### config.mk
export PLATFORM = sky130hd
export DESIGN_NAME = clock_reset_sequencer
export DESIGN_NICKNAME = d
export VERILOG_FILES = /design/src/rtl/clock_seq_pkg.sv /design/src/rtl/sync_2ff.sv /design/src/rtl/clock_reset_sequencer.sv
export SDC_FILE = /design/constraint.sdc
export NUM_CORES = 1
export LEC_CHECK = 0
export CAP_MARGIN = 30
export CELL_PAD_IN_SITES_DETAIL_PLACEMENT = 2
export CELL_PAD_IN_SITES_GLOBAL_PLACEMENT = 2
export CORE_ASPECT_RATIO = 0.6
export CORE_MARGIN = 2
export CORE_UTILIZATION = 32
export DETAILED_ROUTE_END_ITERATION = 10
export GPL_TIMING_DRIVEN = 0
export MAX_ROUTING_LAYER = met4
export PLACE_DENSITY_LB_ADDON = 0.12
export SYNTH_ARGS = -nofsm -noshare
export SYNTH_HDL_FRONTEND = slang
export SYNTH_HIERARCHICAL = 1
export SYNTH_SLANG_ARGS = --single-unit
### constraint.sdc
create_clock -name i_clock -period 3.04 [get_ports i_clock]
set_input_delay 0.304 -clock i_clock [delete_from_list [all_inputs] [get_ports i_clock]]
set_output_delay 0.304 -clock i_clock [all_outputs]
set_load 0.01 [all_outputs]
### src/rtl/clock_seq_pkg.sv
// Shared types and defaults for the clocking-wizard bring-up sequencer.
package clock_seq_pkg;

  // Sequencer states; the numeric encoding is what o_state reports.
  typedef enum logic [2:0] {
    PULSE     = 3'd0,
    WAIT_LOCK = 3'd1,
    STABLE    = 3'd2,
    REL_SYS   = 3'd3,
    RUN       = 3'd4,
    FAIL      = 3'd5
  } seq_state_e;

  localparam int DEF_RESET_PULSE_CYCLES  = 16;
  localparam int DEF_LOCK_TIMEOUT_CYCLES = 65536;
  localparam int DEF_LOCK_STABLE_CYCLES  = 1024;
  localparam int DEF_STAGGER_CYCLES      = 64;
  localparam int DEF_MAX_RETRIES         = 3;

  // Largest of three values; sizes the shared phase counter.
  function automatic int max3(input int a, input int b, input int c);
    int m;
    m = a;
    if (b > m) m = b;
    if (c > m) m = c;
    return m;
  endfunction

endpackage

### src/rtl/sync_2ff.sv
// Two-stage synchronizer for a single level signal crossing into clk_i.
module sync_2ff (
  input  logic clk_i,
  input  logic d_i,
  output logic q_o
);

  logic meta_q;
  logic sync_q;

  // Capture the asynchronous input and give the first stage a cycle to settle.
  // NOTE: the synchronizer chain carries no reset; a reset term would add logic
  // in the metastability path and the chain flushes itself within two cycles.
  always_ff @(posedge clk_i) begin
    meta_q <= d_i;
    sync_q <= meta_q;
  end

  assign q_o = sync_q;

endmodule

### src/rtl/clock_reset_sequencer.sv
// Brings up the clocking wizard: pulses its reset, waits for a stable lock
// (with timeout and bounded retries), then releases the system-domain and
// ADC-domain resets in a fixed, staggered order.
module clock_reset_sequencer
  import clock_seq_pkg::*;
#(
  parameter int RESET_PULSE_CYCLES  = DEF_RESET_PULSE_CYCLES,
  parameter int LOCK_TIMEOUT_CYCLES = DEF_LOCK_TIMEOUT_CYCLES,
  parameter int LOCK_STABLE_CYCLES  = DEF_LOCK_STABLE_CYCLES,
  parameter int STAGGER_CYCLES      = DEF_STAGGER_CYCLES,
  parameter int MAX_RETRIES         = DEF_MAX_RETRIES
) (
  input  logic                             i_clock,
  input  logic                             i_reset,
  input  logic                             i_locked,
  input  logic                             i_restart,
  output logic                             o_mmcm_reset,
  output logic                             o_sys_reset,
  output logic                             o_adc_reset,
  output logic                             o_valid,
  output logic                             o_error,
  output logic [$clog2(MAX_RETRIES+1)-1:0] o_retry_count,
  output logic [2:0]                       o_state
);

  // One down-counter serves the pulse, stable and stagger phases; it is
  // loaded with (length - 1) on phase entry and the phase ends when it hits 0.
  localparam int CNT_MAX = max3(RESET_PULSE_CYCLES - 1, LOCK_STABLE_CYCLES - 1,
                                STAGGER_CYCLES - 1);
  localparam int CNT_W   = (CNT_MAX < 1) ? 1 : $clog2(CNT_MAX + 1);
  localparam int TMO_W   = $clog2(LOCK_TIMEOUT_CYCLES + 1);
  localparam int RTY_W   = $clog2(MAX_RETRIES + 1);

  localparam logic [CNT_W-1:0] PULSE_LOAD   = CNT_W'(RESET_PULSE_CYCLES - 1);
  localparam logic [CNT_W-1:0] STABLE_LOAD  = CNT_W'(LOCK_STABLE_CYCLES - 1);
  localparam logic [CNT_W-1:0] STAGGER_LOAD = CNT_W'(STAGGER_CYCLES - 1);
  localparam logic [TMO_W-1:0] TMO_LIMIT    = TMO_W'(LOCK_TIMEOUT_CYCLES);
  localparam logic [RTY_W-1:0] RTY_MAX      = RTY_W'(MAX_RETRIES);

  seq_state_e       state_q, state_d;
  logic [CNT_W-1:0] cnt_q, cnt_d;
  logic [TMO_W-1:0] tmo_q, tmo_d;
  logic [RTY_W-1:0] retry_q, retry_d;
  logic [TMO_W-1:0] tmo_inc;
  logic             timeout_hit;
  logic             lock_s;

  sync_2ff u_lock_sync (
    .clk_i (i_clock),
    .d_i   (i_locked),
    .q_o   (lock_s)
  );

  // State, phase counter, timeout counter and retry count; reset parks the
  // sequencer at the start of a full-length wizard reset pulse.
  // NOTE: all state updates use non-blocking assignments so every register
  // samples the values from before the edge, independent of statement order.
  always_ff @(posedge i_clock) begin
    if (i_reset) begin
      state_q <= PULSE;
      cnt_q   <= PULSE_LOAD;
      tmo_q   <= '0;
      retry_q <= '0;
    end else begin
      state_q <= state_d;
      cnt_q   <= cnt_d;
      tmo_q   <= tmo_d;
      retry_q <= retry_d;
    end
  end

  // Next-state logic: restart beats timeout, timeout beats lock loss.
  // NOTE: every variable gets a hold value first so no path leaves it
  // unassigned, which would otherwise infer a latch.
  always_comb begin
    state_d     = state_q;
    cnt_d       = cnt_q;
    tmo_d       = tmo_q;
    retry_d     = retry_q;
    tmo_inc     = tmo_q + 1'b1;
    timeout_hit = (tmo_inc == TMO_LIMIT);

    if (i_restart) begin
      state_d = PULSE;
      cnt_d   = PULSE_LOAD;
      tmo_d   = '0;
      retry_d = '0;
    end else begin
      case (state_q)
        PULSE: begin
          tmo_d = '0;
          if (cnt_q == '0) begin
            state_d = WAIT_LOCK;
          end else begin
            cnt_d = cnt_q - 1'b1;
          end
        end

        WAIT_LOCK, STABLE: begin
          tmo_d = tmo_inc;
          if (timeout_hit) begin
            if (retry_q == RTY_MAX) begin
              state_d = FAIL;
            end else begin
              state_d = PULSE;
              cnt_d   = PULSE_LOAD;
              tmo_d   = '0;
              retry_d = retry_q + 1'b1;
            end
          end else if (state_q == WAIT_LOCK) begin
            if (lock_s) begin
              state_d = STABLE;
              cnt_d   = STABLE_LOAD;
            end
          end else if (!lock_s) begin
            // A dropout restarts the stable window; the timeout keeps running.
            state_d = WAIT_LOCK;
            cnt_d   = STABLE_LOAD;
          end else if (cnt_q == '0) begin
            state_d = REL_SYS;
            cnt_d   = STAGGER_LOAD;
          end else begin
            cnt_d = cnt_q - 1'b1;
          end
        end

        REL_SYS: begin
          if (!lock_s) begin
            state_d = PULSE;
            cnt_d   = PULSE_LOAD;
            tmo_d   = '0;
            retry_d = '0;
          end else if (cnt_q == '0) begin
            state_d = RUN;
          end else begin
            cnt_d = cnt_q - 1'b1;
          end
        end

        RUN: begin
          // Losing lock after a good bring-up starts afresh, not as a retry.
          if (!lock_s) begin
            state_d = PULSE;
            cnt_d   = PULSE_LOAD;
            tmo_d   = '0;
            retry_d = '0;
          end
        end

        FAIL: begin
          state_d = FAIL;
        end

        default: begin
          state_d = PULSE;
          cnt_d   = PULSE_LOAD;
          tmo_d   = '0;
        end
      endcase
    end
  end

  // Output decode from the registered state only; no input reaches an output.
  always_comb begin
    o_mmcm_reset = 1'b1;
    o_sys_reset  = 1'b1;
    o_adc_reset  = 1'b1;
    o_valid      = 1'b0;
    o_error      = 1'b0;
    case (state_q)
      WAIT_LOCK, STABLE: begin
        o_mmcm_reset = 1'b0;
      end
      REL_SYS: begin
        o_mmcm_reset = 1'b0;
        o_sys_reset  = 1'b0;
      end
      RUN: begin
        o_mmcm_reset = 1'b0;
        o_sys_reset  = 1'b0;
        o_adc_reset  = 1'b0;
        o_valid      = 1'b1;
      end
      FAIL: begin
        o_error = 1'b1;
      end
      default: begin
        o_mmcm_reset = 1'b1;
      end
    endcase
  end

  assign o_retry_count = retry_q;
  assign o_state       = state_q;

endmodule

### After elaboration in Yosys (flattened, before gate mapping)

Index checks and enable logic that the tools add are counted.

* input port bits: 4
* output and inout bits: 10
* register bits after elaboration: 34

* bitwise gates (word level): 1
* reduce and logical (&&, ||, !) cells: 11
* equal/unequal tests: 16
* add/sub/neg operators: 3
* muxes and demuxes: 34

Operators by type and width (count)
* 10-bit two-way mux: 9
* 17-bit two-way mux: 3
* 17-bit one-hot mux with 3 select lines: 1
* 10-bit one-hot mux with 5 select lines: 1
* 3-bit two-way mux: 10
* 17-bit by 1-bit adder with 17-bit output (second input constant): 1
* 17-bit equality test (second input constant): 1
* 3-bit one-hot mux with 5 select lines: 1
* 10-bit logical NOT: 1
* 2-bit != test (second input constant): 5
* 10-bit by 1-bit subtractor with 10-bit output (second input constant): 1
* 4-bit AND reduction: 2
* 3-bit by 2-bit equality test with 1-bit output (second input constant): 2
* 3-bit equality test (second input constant): 2
* 2-bit two-way mux: 3
* 3-bit != test (second input constant): 2
* 2-bit OR reduction: 3
* 1-bit two-way mux: 5
* 5-bit != test (second input constant): 1
* 5-bit AND reduction: 1
* 4-bit by 3-bit != test with 1-bit output (second input constant): 1
* 2-bit one-hot mux with 2 select lines: 1
* 4-bit OR reduction: 1
* 3-bit by 1-bit equality test with 1-bit output (second input constant): 1
* other kinds (6): 6

### Longest topological paths before layout

* depth in word-level cells: 6
* depth in mapped cells: 13
* mapped depth without buffers: 11

### By module

Netlist, hierarchy kept.

Modules (own cells, without submodules)
* clock_reset_sequencer: seq. area each 640.6 um2, times used 1, area an instance 2593.7 um2, cells an instance 349
* sync_2ff: seq. area each 40.0 um2, times used 1, area an instance 40.0 um2, cells an instance 2

### Worst setup path after synthesis

OpenSTA, ideal clock, no wires.

* path kind: register to register
* from: register tmo_q[0]
* to: register cnt_q[0]
* arrival: 2.808 ns
* stages on the path, launching flop included: 14
* buffers on the path: 4
* setup slack: 0.110 ns
* clock period less this slack: 2.930 ns
* data required time: 2.918 ns
* path through: dfxtp_1 -> ha_1 -> buf_4 -> nand3_4 -> or4_1 -> o2111ai_1 -> nor3_4 -> and2_4 -> buf_6 -> o31a_1 -> buf_6 -> and2_4 -> buf_6 -> o32a_1

* word-level cells in the longest chain between the ends: 4
* elaborated cells between the ends (all ways): 7
* those cells by class: 1 x add/sub; 3 x eq/ne; 2 x mux; 1 x reduce/logical

Ends and longest elaborated chain
* from (decl): line clock_reset_sequencer.sv:42 `logic [TMO_W-1:0] tmo_q, tmo_d;`
* from (signal assigned): line clock_reset_sequencer.sv:67 `tmo_q <= tmo_d;`
* 17-bit by 1-bit adder with 17-bit output (*): line clock_reset_sequencer.sv:80 `tmo_inc = tmo_q + 1'b1;`
* 17-bit equality test (*): line clock_reset_sequencer.sv:81 `timeout_hit = (tmo_inc == TMO_LIMIT);`
* 4-bit by 3-bit != test with 1-bit output (no source line) (tied with other cells)
* 4-bit AND reduction (no source line) / 10-bit one-hot mux with 5 select lines (equally long branches)
* to (signal assigned): line clock_reset_sequencer.sv:66 `cnt_q <= cnt_d;`
* to (decl): line clock_reset_sequencer.sv:41 `logic [CNT_W-1:0] cnt_q, cnt_d;`

Every way passes the cells marked *; elsewhere a longest branch is shown, timed or not.
A chain may end at the register's enable or synchronous reset.

### Final worst setup path

* from: register cnt_q[0]
* to: register cnt_q[4]

* word-level cells in the longest chain between the ends: 6
* elaborated cells between the ends (all ways): 9
* those cells by class: 1 x add/sub; 7 x mux; 1 x reduce/logical

Ends and longest elaborated chain
* 10-bit by 1-bit subtractor with 10-bit output / 10-bit logical NOT (equally long branches)
* 10-bit two-way mux: line clock_reset_sequencer.sv:119 `end else if (cnt_q == '0) begin`
* 10-bit two-way mux: line clock_reset_sequencer.sv:115 `end else if (!lock_s) begin`
* 10-bit two-way mux: line clock_reset_sequencer.sv:110 `end else if (state_q == WAIT_LOCK) begin`
* 10-bit two-way mux: line clock_reset_sequencer.sv:101 `if (timeout_hit) begin`
* 10-bit one-hot mux with 5 select lines (*): line clock_reset_sequencer.sv:89 `case (state_q)`

Marked as above.

==> results.toml <==
[run_status]
status = "complete, no violations"

[timing]
finalHoldViolCount = 0
worst_slew_pin_slew_ns = 1.04
period_share_pct = 97.7
rsz0062_at_grt = "yes"
setup_viol = 0
fin_skew_ns = 0.00502
fmax_ghz = 0.337
slew_headroom_pct = 30.3
slew_viol_final = 0
period_minus_slack_ns = 2.97

[route]
wl_per_cell_microns = 21.4
drtIter0Drc = 163
vias = 2919
routed_wirelength_microns = 10500
via_per_inst = 5.96
drc = 0
drt-pass1-iter-count = 4
ant_nets = 0

[clocking]
cts_made_buffers = 5
clk_pin_slew_worst_paths_ns = 0.06
clkSinkCount = 34
clk_path_buf_depth = 2
clock_latency_ns = 0.29
root_buffer = "clkbuf_16"
holdBufCountCts = 0
cts_tree = "yes"
htreeDepth = 2

[yosys]
synthArstFlopShare_pct = 0
synthTopCellsByCount = "38 x nand2_1, 34 x dfxtp_1, 33 x a21oi_1"
syn-num-nets = 361
synth_seq_cells = 34
synthFlopType = "dfxtp_1"
syn_avg_cell_area_sq_um = 7.50
synthTopCellsByArea = "dfxtp_1 26%, a21oi_1 6.3%, nand2_1 5.4%"
yosysUniqueCellTypes = 69
ys_warn_count = 6
synth_top_area_share_pct = 25.8
synthCells = 351
syn_area_sq_um = 2630
ys_seq_area_share_pct = 25.8
synth.most_common_cell = "nand2_1"
synth_top_area_cell = "dfxtp_1"
synth_edf_count = 0

[grt]
grt_usage_pct = 25.1
grt_pass1_wl_microns = 16600
antenna_found_initial = 0
gr-total-overflow = 0
grt_pass1_vias = 2962
grt_max_degree = 11

[worst_setup_path]
critical_path_arrival_ns = 3.20
cp_max_fo = 9
path_class = "flip-flop to flip-flop"
cp-end-kind = "flip-flop"
crit_required_ns = 3.27
start_kind = "flip-flop"
ff2ff_setup_slack_ns = 0.07

[floorplan]
rows = 25
ios = 14
start_util_pct = 33.3
die_y_microns = 74.3
core_sq_um = 7910
die_x_microns = 121
design.die.area_sq_um = 9000

[cells_and_area]
fin_cells = 490
n_fill_cell = 913
post-route-util_pct = 40.4
nets = 391
num_antenna_cells = 0
area_delta_synth_final_pct = 21.4
drive_above_1_share_pct = 17.0

[hold_path]
worstHoldPathType = "flip-flop to flip-flop"

[place]
dp_cells = 472
hpwl_microns = 7660
port_buffers = 13
gp_congestion = 0.880

[power_and_ir_drop]
powerDensity_nw_per_um2 = 317
leakage_uw = 0.00120
vdd_drop_max_mv = 0.131
totalPowerFinal_uw = 1010

[flow_run]
maxCapViolations = 0
[critical path, cell delays in order (launching register included)]
cell      delay [ns]
dfxtp_1         0.43
inv_1           0.09
ha_1            0.22
nor2b_1         0.15
and4b_1         0.17
clkbuf_1        0.25
clkinv_2        0.22
nand3_1         0.13
a21bo_2         0.24
a41o_1          0.23
a21boi_0        0.37
a21boi_0        0.27
a211o_1         0.16
[path summary, 6_finish.rpt]
check,to,from,depth (start not counted)
setup / recovery,cnt_q[4],cnt_q[0],12
hold / removal,u_lock_sync/q_o,u_lock_sync/meta_q,0
setup reg to reg,cnt_q[4],cnt_q[0],12
hold reg to reg,u_lock_sync/q_o,u_lock_sync/meta_q,0
[sequential cells by signal, indices dropped and copies added (netlist names)]
name,cells
u_lock_sync/q_o,1
u_lock_sync/meta_q,1
cnt_q,10
o_state,3
tmo_q,17
o_retry_count,2
[layer usage]
layer | share of wire (%) | track usage, % | vias up
met5 | 0 | - | -
met4 | 0.79 | 5.17 | 0
met1 | 54 | 36.4 | 1475
met3 | 3.4 | 4.37 | 10
li1 | - | - | 1383
met2 | 42 | 36.1 | 51
[timing repair]
item | 4_1_cts | 5_1_grt
setup endpoints to repair | 28 | 18
gates resized for setup | 13 | 10
buffers inserted | 2 | 8
gates cloned | 0 | 0
pin swaps | 3 | 2
[kinds of logic after synthesis]
kind of cell	share of synthesized area (%)
buffers and inverters	7.46
and+or+nand+nor	30.7
muxes	0.760
AOI/OAI and AO/OA	31.0
DFF	25.8
xor gates and xnor gates	1.33
adders and majority gates	2.85
[layout by cell type, fill, tap and decap left out, types with 3 or more instances in the layout]
| cell type | Yosys | routed |
|---|---|---|
| nand2_1 | 38 | 38 |
| a21oi_1 | 33 | 33 |
| dfxtp_1 | 34 | 32 |
| nor2_1 | 30 | 30 |
| o21ai_0 | 23 | 22 |
| nand3_1 | 18 | 18 |
| buf_4 | 6 | 15 |
| nor3_1 | 15 | 13 |
| clkdlybuf4s50_1 | 0 | 13 |
| inv_1 | 12 | 12 |
| clkbuf_1 | 12 | 10 |
| nand4_1 | 9 | 9 |
| a311oi_1 | 8 | 8 |
| a211oi_1 | 6 | 6 |
| ha_1 | 6 | 6 |
| a31oi_1 | 6 | 5 |
| clkbuf_16 | 0 | 5 |
| clkbuf_2 | 2 | 4 |
| buf_2 | 2 | 4 |
| buf_6 | 3 | 4 |
| and3_1 | 4 | 4 |
| or3_1 | 4 | 4 |
| a22o_1 | 4 | 4 |
| xnor2_1 | 4 | 3 |
| nor4_1 | 3 | 3 |
| o211ai_1 | 3 | 3 |
| a22oi_1 | 3 | 3 |
| or2_2 | 3 | 3 |
| o31ai_1 | 4 | 3 |
| a21boi_0 | 3 | 3 |
| a41oi_1 | 3 | 3 |
[power breakdown]
group	switching [uW]	leakage [uW]	internal [uW]
sequential	3.24	0.000277	447
clock	205	0.0000739	325
combinational	24.0	0.000847	10.3
total	232	0.00120	782
[cell type report]
type / count / area [sq um] / area share, %
well taps: 108 / 135 / 4.23
repair buffers: 23 / 205 / 6.42
clock inverters: 1 / 5.00 / 0.157
inverters: 13 / 50.0 / 1.57
multi-input cells: 278 / 1810 / 56.8
clock buffers: 7 / 143 / 4.46
plain buffers: 26 / 156 / 4.89
flip-flops and latches: 34 / 688 / 21.5
[per-stage QoR]
step                hold slack, ns  worst slack [ns]  TNS [ns]  instance area [sq um]
CTS                          0.340           0.00255         0                   3100
detailed placement           0.327            -0.709     -7.88                   2900
finish                       0.335            0.0696         0                   3200
floorplan                    0.310             0.110         0                   2630
global route                 0.343            -0.103    -0.114                   3200
global placement             0.310            -0.599     -5.44                   2900
Note: power is estimated with default switching activity, not from simulation.
